## config.mk

```make
export PLATFORM = sky130hd
export DESIGN_NAME = reg_file_wb_arbiter
export DESIGN_NICKNAME = d
export VERILOG_FILES = /design/src/rtl/reg_file_wb_arbiter.sv
export SDC_FILE = /design/constraint.sdc
export NUM_CORES = 1
export LEC_CHECK = 0
export ABC_AREA = 1
export BUFFER_PORTS_ARGS = -buffer_cell sky130_fd_sc_hd__buf_2
export CORE_MARGIN = 3
export CORE_UTILIZATION = 49
export DETAILED_ROUTE_END_ITERATION = 16
export PLACE_DENSITY = 0.73
export SLEW_MARGIN = 20
export SYNTH_ARGS = -nofsm -noshare
export SYNTH_HDL_FRONTEND = slang
export SYNTH_SLANG_ARGS = --single-unit
```

## constraint.sdc

```tcl
create_clock -name clock -period 3.7 [get_ports clock]
set_input_delay 0.74 -clock clock [delete_from_list [all_inputs] [get_ports clock]]
set_output_delay 0.74 -clock clock [all_outputs]
set_load 0.05 [all_outputs]
```

## src/rtl/reg_file_wb_arbiter.sv

```systemverilog
`default_nettype none
// ============================================================================
// Module   : reg_file_wb_arbiter
// Purpose  : Register-file write-port arbiter. Load returns always win; ALU
//            and immediate results wait in a small in-order FIFO.
// Revision : 1.0
// ============================================================================
module reg_file_wb_arbiter #(
    parameter int DEPTH  = 2,
    parameter int ADDR_W = 5,
    parameter int DATA_W = 32
) (
    input  logic                         clock,
    input  logic                         reset_n,
    input  logic                         w_alu_valid,
    input  logic                         w_alu_op,
    input  logic [ADDR_W-1:0]            w_alu_rd,
    input  logic [DATA_W-1:0]            w_alu_data,
    output logic                         w_alu_ready,
    input  logic                         w_ld_valid,
    input  logic                         w_ld_byte,
    input  logic [ADDR_W-1:0]            w_ld_rd,
    input  logic [DATA_W-1:0]            w_ld_data,
    output logic                         w_rf_we,
    output logic [ADDR_W-1:0]            w_rf_waddr,
    output logic [DATA_W-1:0]            w_rf_wdata,
    output logic [1:0]                   w_wdata_sel,
    output logic [(1<<ADDR_W)-1:0]       w_pend_mask,
    output logic [$clog2(DEPTH+1)-1:0]   w_fifo_count
);
    localparam int c_NREG  = 1 << ADDR_W;
    localparam int c_CNT_W = $clog2(DEPTH + 1);
    localparam int c_PTR_W = (DEPTH > 1) ? $clog2(DEPTH) : 1;

    logic [c_PTR_W-1:0] r_rd_ptr;
    logic [c_PTR_W-1:0] r_wr_ptr;
    logic [c_CNT_W-1:0] r_count;
    logic [DEPTH-1:0]   r_slot_vld;
    logic [ADDR_W-1:0]  r_fifo_rd   [DEPTH];
    logic [DATA_W-1:0]  r_fifo_data [DEPTH];
    logic               r_fifo_op   [DEPTH];

    logic               r_we;
    logic [ADDR_W-1:0]  r_waddr;
    logic [DATA_W-1:0]  r_wdata;
    logic [1:0]         r_sel;
    logic [c_NREG-1:0]  r_pend_mask;

    logic               w_fifo_empty;
    logic               w_alu_acc;
    logic               w_ld_eff;
    logic               w_pop;
    logic               w_push;
    logic               w_bypass;
    logic [DATA_W-1:0]  w_byte_ext;

    logic [c_CNT_W-1:0] w_count_nxt;
    logic [DEPTH-1:0]   w_slot_vld_nxt;
    logic [ADDR_W-1:0]  w_rd_nxt [DEPTH];
    logic [c_NREG-1:0]  w_pend_nxt;

    logic               w_we_nxt;
    logic [ADDR_W-1:0]  w_waddr_nxt;
    logic [DATA_W-1:0]  w_wdata_nxt;
    logic [1:0]         w_sel_nxt;

    function automatic logic [c_PTR_W-1:0] f_inc(input logic [c_PTR_W-1:0] p);
        return (p == c_PTR_W'(DEPTH - 1)) ? '0 : p + c_PTR_W'(1);
    endfunction

    // Ready is based on the registered count only; a same-cycle pop gives no credit.
    assign w_fifo_empty = (r_count == '0);
    assign w_alu_ready  = (r_count < c_CNT_W'(DEPTH));
    assign w_alu_acc    = w_alu_valid && w_alu_ready && (w_alu_rd != '0);
    assign w_ld_eff     = w_ld_valid && (w_ld_rd != '0);
    assign w_pop        = !w_ld_eff && !w_fifo_empty;
    assign w_bypass     = !w_ld_eff && w_fifo_empty && w_alu_acc;
    assign w_push       = w_alu_acc && (w_ld_eff || !w_fifo_empty);
    assign w_byte_ext   = DATA_W'(signed'(w_ld_data[7:0]));

    // FIFO occupancy after this cycle's push/pop, used for the pending mask.
    always_comb begin
        w_slot_vld_nxt = r_slot_vld;
        w_count_nxt    = r_count;
        for (int i = 0; i < DEPTH; i++) begin
            w_rd_nxt[i] = r_fifo_rd[i];
        end
        if (w_pop) begin
            w_slot_vld_nxt[r_rd_ptr] = 1'b0;
        end
        if (w_push) begin
            w_slot_vld_nxt[r_wr_ptr] = 1'b1;
            w_rd_nxt[r_wr_ptr]       = w_alu_rd;
        end
        case ({w_push, w_pop})
            2'b10:   w_count_nxt = r_count + c_CNT_W'(1);
            2'b01:   w_count_nxt = r_count - c_CNT_W'(1);
            default: w_count_nxt = r_count;
        endcase
        w_pend_nxt = '0;
        for (int i = 0; i < DEPTH; i++) begin
            if (w_slot_vld_nxt[i]) begin
                w_pend_nxt[w_rd_nxt[i]] = 1'b1;
            end
        end
        w_pend_nxt[0] = 1'b0;
    end

    always_comb begin
        w_we_nxt    = 1'b0;
        w_waddr_nxt = r_waddr;
        w_wdata_nxt = r_wdata;
        w_sel_nxt   = r_sel;
        if (w_ld_eff) begin
            w_we_nxt    = 1'b1;
            w_waddr_nxt = w_ld_rd;
            w_wdata_nxt = w_ld_byte ? w_byte_ext : w_ld_data;
            w_sel_nxt   = {1'b0, w_ld_byte};
        end else if (w_pop) begin
            w_we_nxt    = 1'b1;
            w_waddr_nxt = r_fifo_rd[r_rd_ptr];
            w_wdata_nxt = r_fifo_data[r_rd_ptr];
            w_sel_nxt   = {1'b1, r_fifo_op[r_rd_ptr]};
        end else if (w_bypass) begin
            w_we_nxt    = 1'b1;
            w_waddr_nxt = w_alu_rd;
            w_wdata_nxt = w_alu_data;
            w_sel_nxt   = {1'b1, w_alu_op};
        end
    end

    always_ff @(posedge clock or negedge reset_n) begin
        if (!reset_n) begin
            r_rd_ptr    <= '0;
            r_wr_ptr    <= '0;
            r_count     <= '0;
            r_slot_vld  <= '0;
            r_we        <= 1'b0;
            r_waddr     <= '0;
            r_wdata     <= '0;
            r_sel       <= '0;
            r_pend_mask <= '0;
        end else begin
            if (w_pop) begin
                r_rd_ptr <= f_inc(r_rd_ptr);
            end
            if (w_push) begin
                r_wr_ptr <= f_inc(r_wr_ptr);
            end
            r_count     <= w_count_nxt;
            r_slot_vld  <= w_slot_vld_nxt;
            r_we        <= w_we_nxt;
            r_waddr     <= w_waddr_nxt;
            r_wdata     <= w_wdata_nxt;
            r_sel       <= w_sel_nxt;
            r_pend_mask <= w_pend_nxt;
        end
    end

    always_ff @(posedge clock) begin
        if (w_push) begin
            r_fifo_rd[r_wr_ptr]   <= w_alu_rd;
            r_fifo_data[r_wr_ptr] <= w_alu_data;
            r_fifo_op[r_wr_ptr]   <= w_alu_op;
        end
    end

    assign w_rf_we      = r_we;
    assign w_rf_waddr   = r_waddr;
    assign w_rf_wdata   = r_wdata;
    assign w_wdata_sel  = r_sel;
    assign w_pend_mask  = r_pend_mask;
    assign w_fifo_count = r_count;

endmodule
`default_nettype wire
```

==> flow_metrics.py <==
metrics = {
    "floorplanning": {
        "pin_count": 155,
        "dieArea_mm2": 0.0160,
        "initial_core_util_pct": 50.5,
        "die_y_um": 126,
        "fp.dieW_um": 126,
        "core.rowCount": 43,
        "coreArea_mm2": 0.0140,
    },
    "timing": {
        "finalClockSkew_ps": 7.56,
        "final.period_utilization_pct": 61.2,
        "setup_tns_ps": 0,
        "slew_violations": 0,
        "hold_viol_final": 0,
        "tightest_slew_ps": 967,
        "clock.fmax_ghz": 0.442,
        "setup_viol": 0,
        "finalCriticalPeriod_ps": 2260,
        "max_slew_margin_pct": 35.5,
        "grt_setup_unrepaired": "no",
        "hold_slack_ps": 356,
        "setup_slack_ps": 1440,
    },
    "status": {
        "status": "finished clean",
    },
    "critical_path": {
        "path_delay_family": "simple AND/OR/NAND/NOR gates",
        "crit_top_cell": "nand2_1",
        "end_kind": "flip-flop",
        "cp_cell_sequence": "buf_2, nor2_1, nand3_2, nand2_4, nand2_4, nand2_4, nand2_1, nand2_1, nand2_1, nor2_2, nand2_1, nand2_1",
        "arrival_ps": 2620,
        "slowest_delay_ps": 360,
        "cp.required_ps": 4060,
        "worst-setup-path-type": "input port to flip-flop",
        "start_kind": "input port",
        "critical_path_peak_fanout": 32,
        "critPathBufInv": 1,
        "crit_slowest_cell": "nor2_2",
    },
    "clocking": {
        "cts-root-buf": "clkbuf_16",
        "postCtsSetupBuffers": 0,
        "numCtsBuffers": 17,
        "cts_resized": 0,
        "clk_latency_ps": 420,
        "cts.clk_slew.worst_paths_ps": 60,
        "htree_levels": 4,
        "hold_buffers": 0,
        "cts_num_sinks": 153,
        "cts_tree": "built",
        "cts_max_path_buffers": 2,
    },
    "place": {
        "pre_cts_ws_ps": 1050,
        "routabilityCongestion": 0.811,
        "post-dp-hpwl_um": 11300,
        "port_buffers": 153,
    },
    "flow_run": {
        "maxCapViolCount": 0,
    },
    "synth": {
        "synth_cell_type_count": 28,
        "synth_nets": 907,
        "ys_seq_area_share_pct": 59.3,
        "syn_inst": 826,
        "yosys-top-cells-area": "edfxtp_1, dfrtp_1, nand2_1, o21ai_0, o21ai_1",
        "synthesis.area_mm2": 0.00710,
        "synthArstFlopShare_pct": 50.3,
        "synth_ff_type": "dfrtp_1",
        "post-synth-top-count-cell": "nand2_1",
        "ys_top_cells_by_count": "nand2_1, dfrtp_1, edfxtp_1",
        "synth-edff-count": 76,
        "yosys_warnings": 0,
        "synth_seq_cells": 153,
        "avgSynthCellArea_um2": 8.59,
        "synth_top_area_share_pct": 32.2,
        "yosysTopAreaCell": "edfxtp_1",
    },
    "drt": {
        "wirelength_um": 17400,
        "drt-initial-drc-count": 458,
        "drc": 0,
        "viasPerCell": 5.04,
        "via_count": 5871,
        "detail-route-antenna-nets": 0,
        "avgRoutedWirePerCell_um": 15.0,
        "first_pass_iters": 5,
    },
    "final_layout": {
        "nets": 1052,
        "multi_input_area_mm2": 0.00252,
        "antennaDiodeCount": 0,
        "fillers": 1238,
        "seqCellArea_mm2": 0.00421,
        "final_util_pct": 61.1,
        "drive_gt1_share_pct": 23.2,
        "area_delta_synth_final_pct": 20.9,
    },
    "power": {
        "p_leak_nw": 4.30,
        "peakVddDrop_mv": 0.670,
        "fin_total_pwr_mw": 6.67,
        "powerDensity_mw_per_mm2": 778,
    },
    "global_routing": {
        "grt_pass1_wl_um": 27600,
        "grt.overflow.total": 0,
        "groute.usage.overall_pct": 22.0,
        "grt_pass1_vias": 5502,
        "grt_max_degree": 78,
        "antenna_found_initial": 0,
    },
    "worst_hold_path": {
        "hold_path_class": "input port to asynchronous set/reset pin",
    },
}
-- state kept, by name (all words and copies together), names as in the netlist --
register / count
w_rf_we: 1
w_wdata_sel: 2
r_slot_vld: 2
r_fifo_data: 64
w_fifo_count: 2
r_fifo_rd: 10
w_rf_waddr: 5
r_fifo_op: 2
r_rd_ptr: 1
w_pend_mask: 31
w_rf_wdata: 32
r_wr_ptr: 1
-- report_power, final --
| group | leakage [nW] | switching (mW) | internal [mW] |
|---|---|---|---|
| registers | 1.66 | 0.185 | 2.19 |
| clock network | 0.302 | 0.666 | 1.14 |
| logic | 2.34 | 1.92 | 0.562 |
| total | 4.30 | 2.77 | 3.90 |
-- routing by layer --
metal,GRT usage (%),wire length [um],share of wire (%),up-vias
li1,-,-,-,2915
met1,30.9,7790,45,2712
met2,34.8,8160,47,225
met3,4.55,1210,6.9,19
met4,7.38,263,1.5,0
met5,0,0,0,-
-- layout make-up --
cell class,count,share of cell area [%]
Clock inverter,13,2.00
Clock buffer,19,5.16
Sequential cell,153,49.1
Multi-Input combinational cell,590,29.4
Tap cell,180,2.63
Inverter,50,2.25
Timing Repair Buffer,159,9.52
-- through the flow --
step                      instances  instance area, um2
after global placement         1132                7960
after detailed placement       1132                7960
after global routing           1164                8580
after floorplan                 826                7100
after CTS                      1164                8570
final                          1164                8580
-- logic make-up (layout without fill, tap and decap cells) --
| family | after synthesis | in the layout | synth area share [%] |
|---|---|---|---|
| fa+ha+maj | 1 | 1 | 0.176 |
| compound gates | 94 | 94 | 6.72 |
| xor+xnor | 2 | 2 | 0.247 |
| simple gates | 492 | 492 | 28.3 |
| other cells | 1 | 1 | 0.0528 |
| buf+inv | 83 | 241 | 5.17 |
| flops | 153 | 153 | 59.3 |
-- cells in the final DEF (no fill, tap or decap), types with 4 or more instances in the layout --
cell,count
nand2_1,390
buf_2,152
dfrtp_1,77
edfxtp_1,76
o21ai_0,52
nor2_1,49
inv_1,40
o21ai_1,38
nor2_2,20
clkbuf_16,17
nand3_1,15
inv_2,7
clkinv_1,6
buf_4,6
nand3b_1,5
nand2_2,4
bufinv_16,4
-- final timing paths --
| check | startpoint | depth (start not counted) | endpoint | slack (ps) |
|---|---|---|---|---|
| max in group asynchronous | reset_n | 1 | w_rf_we$_DFF_PN0_ | 2830 |
| max | w_ld_rd[3] | 12 | w_pend_mask[10]$_DFF_PN0_ | 1440 |
| min in group clock | w_rf_wdata[17]$_DFFE_PN0P_ | 2 | w_rf_wdata[17]$_DFFE_PN0P_ | 480 |
| min | reset_n | 1 | w_pend_mask[15]$_DFF_PN0_ | 360 |
| max reg2reg | w_fifo_count[1]$_DFFE_PN0P_ | 6 | r_fifo_data[0][27]$_DFFE_PP_ | 1790 |
| min reg2reg | w_rf_wdata[17]$_DFFE_PN0P_ | 2 | w_rf_wdata[17]$_DFFE_PN0P_ | 480 |
Power figures use the tool's default switching activity.
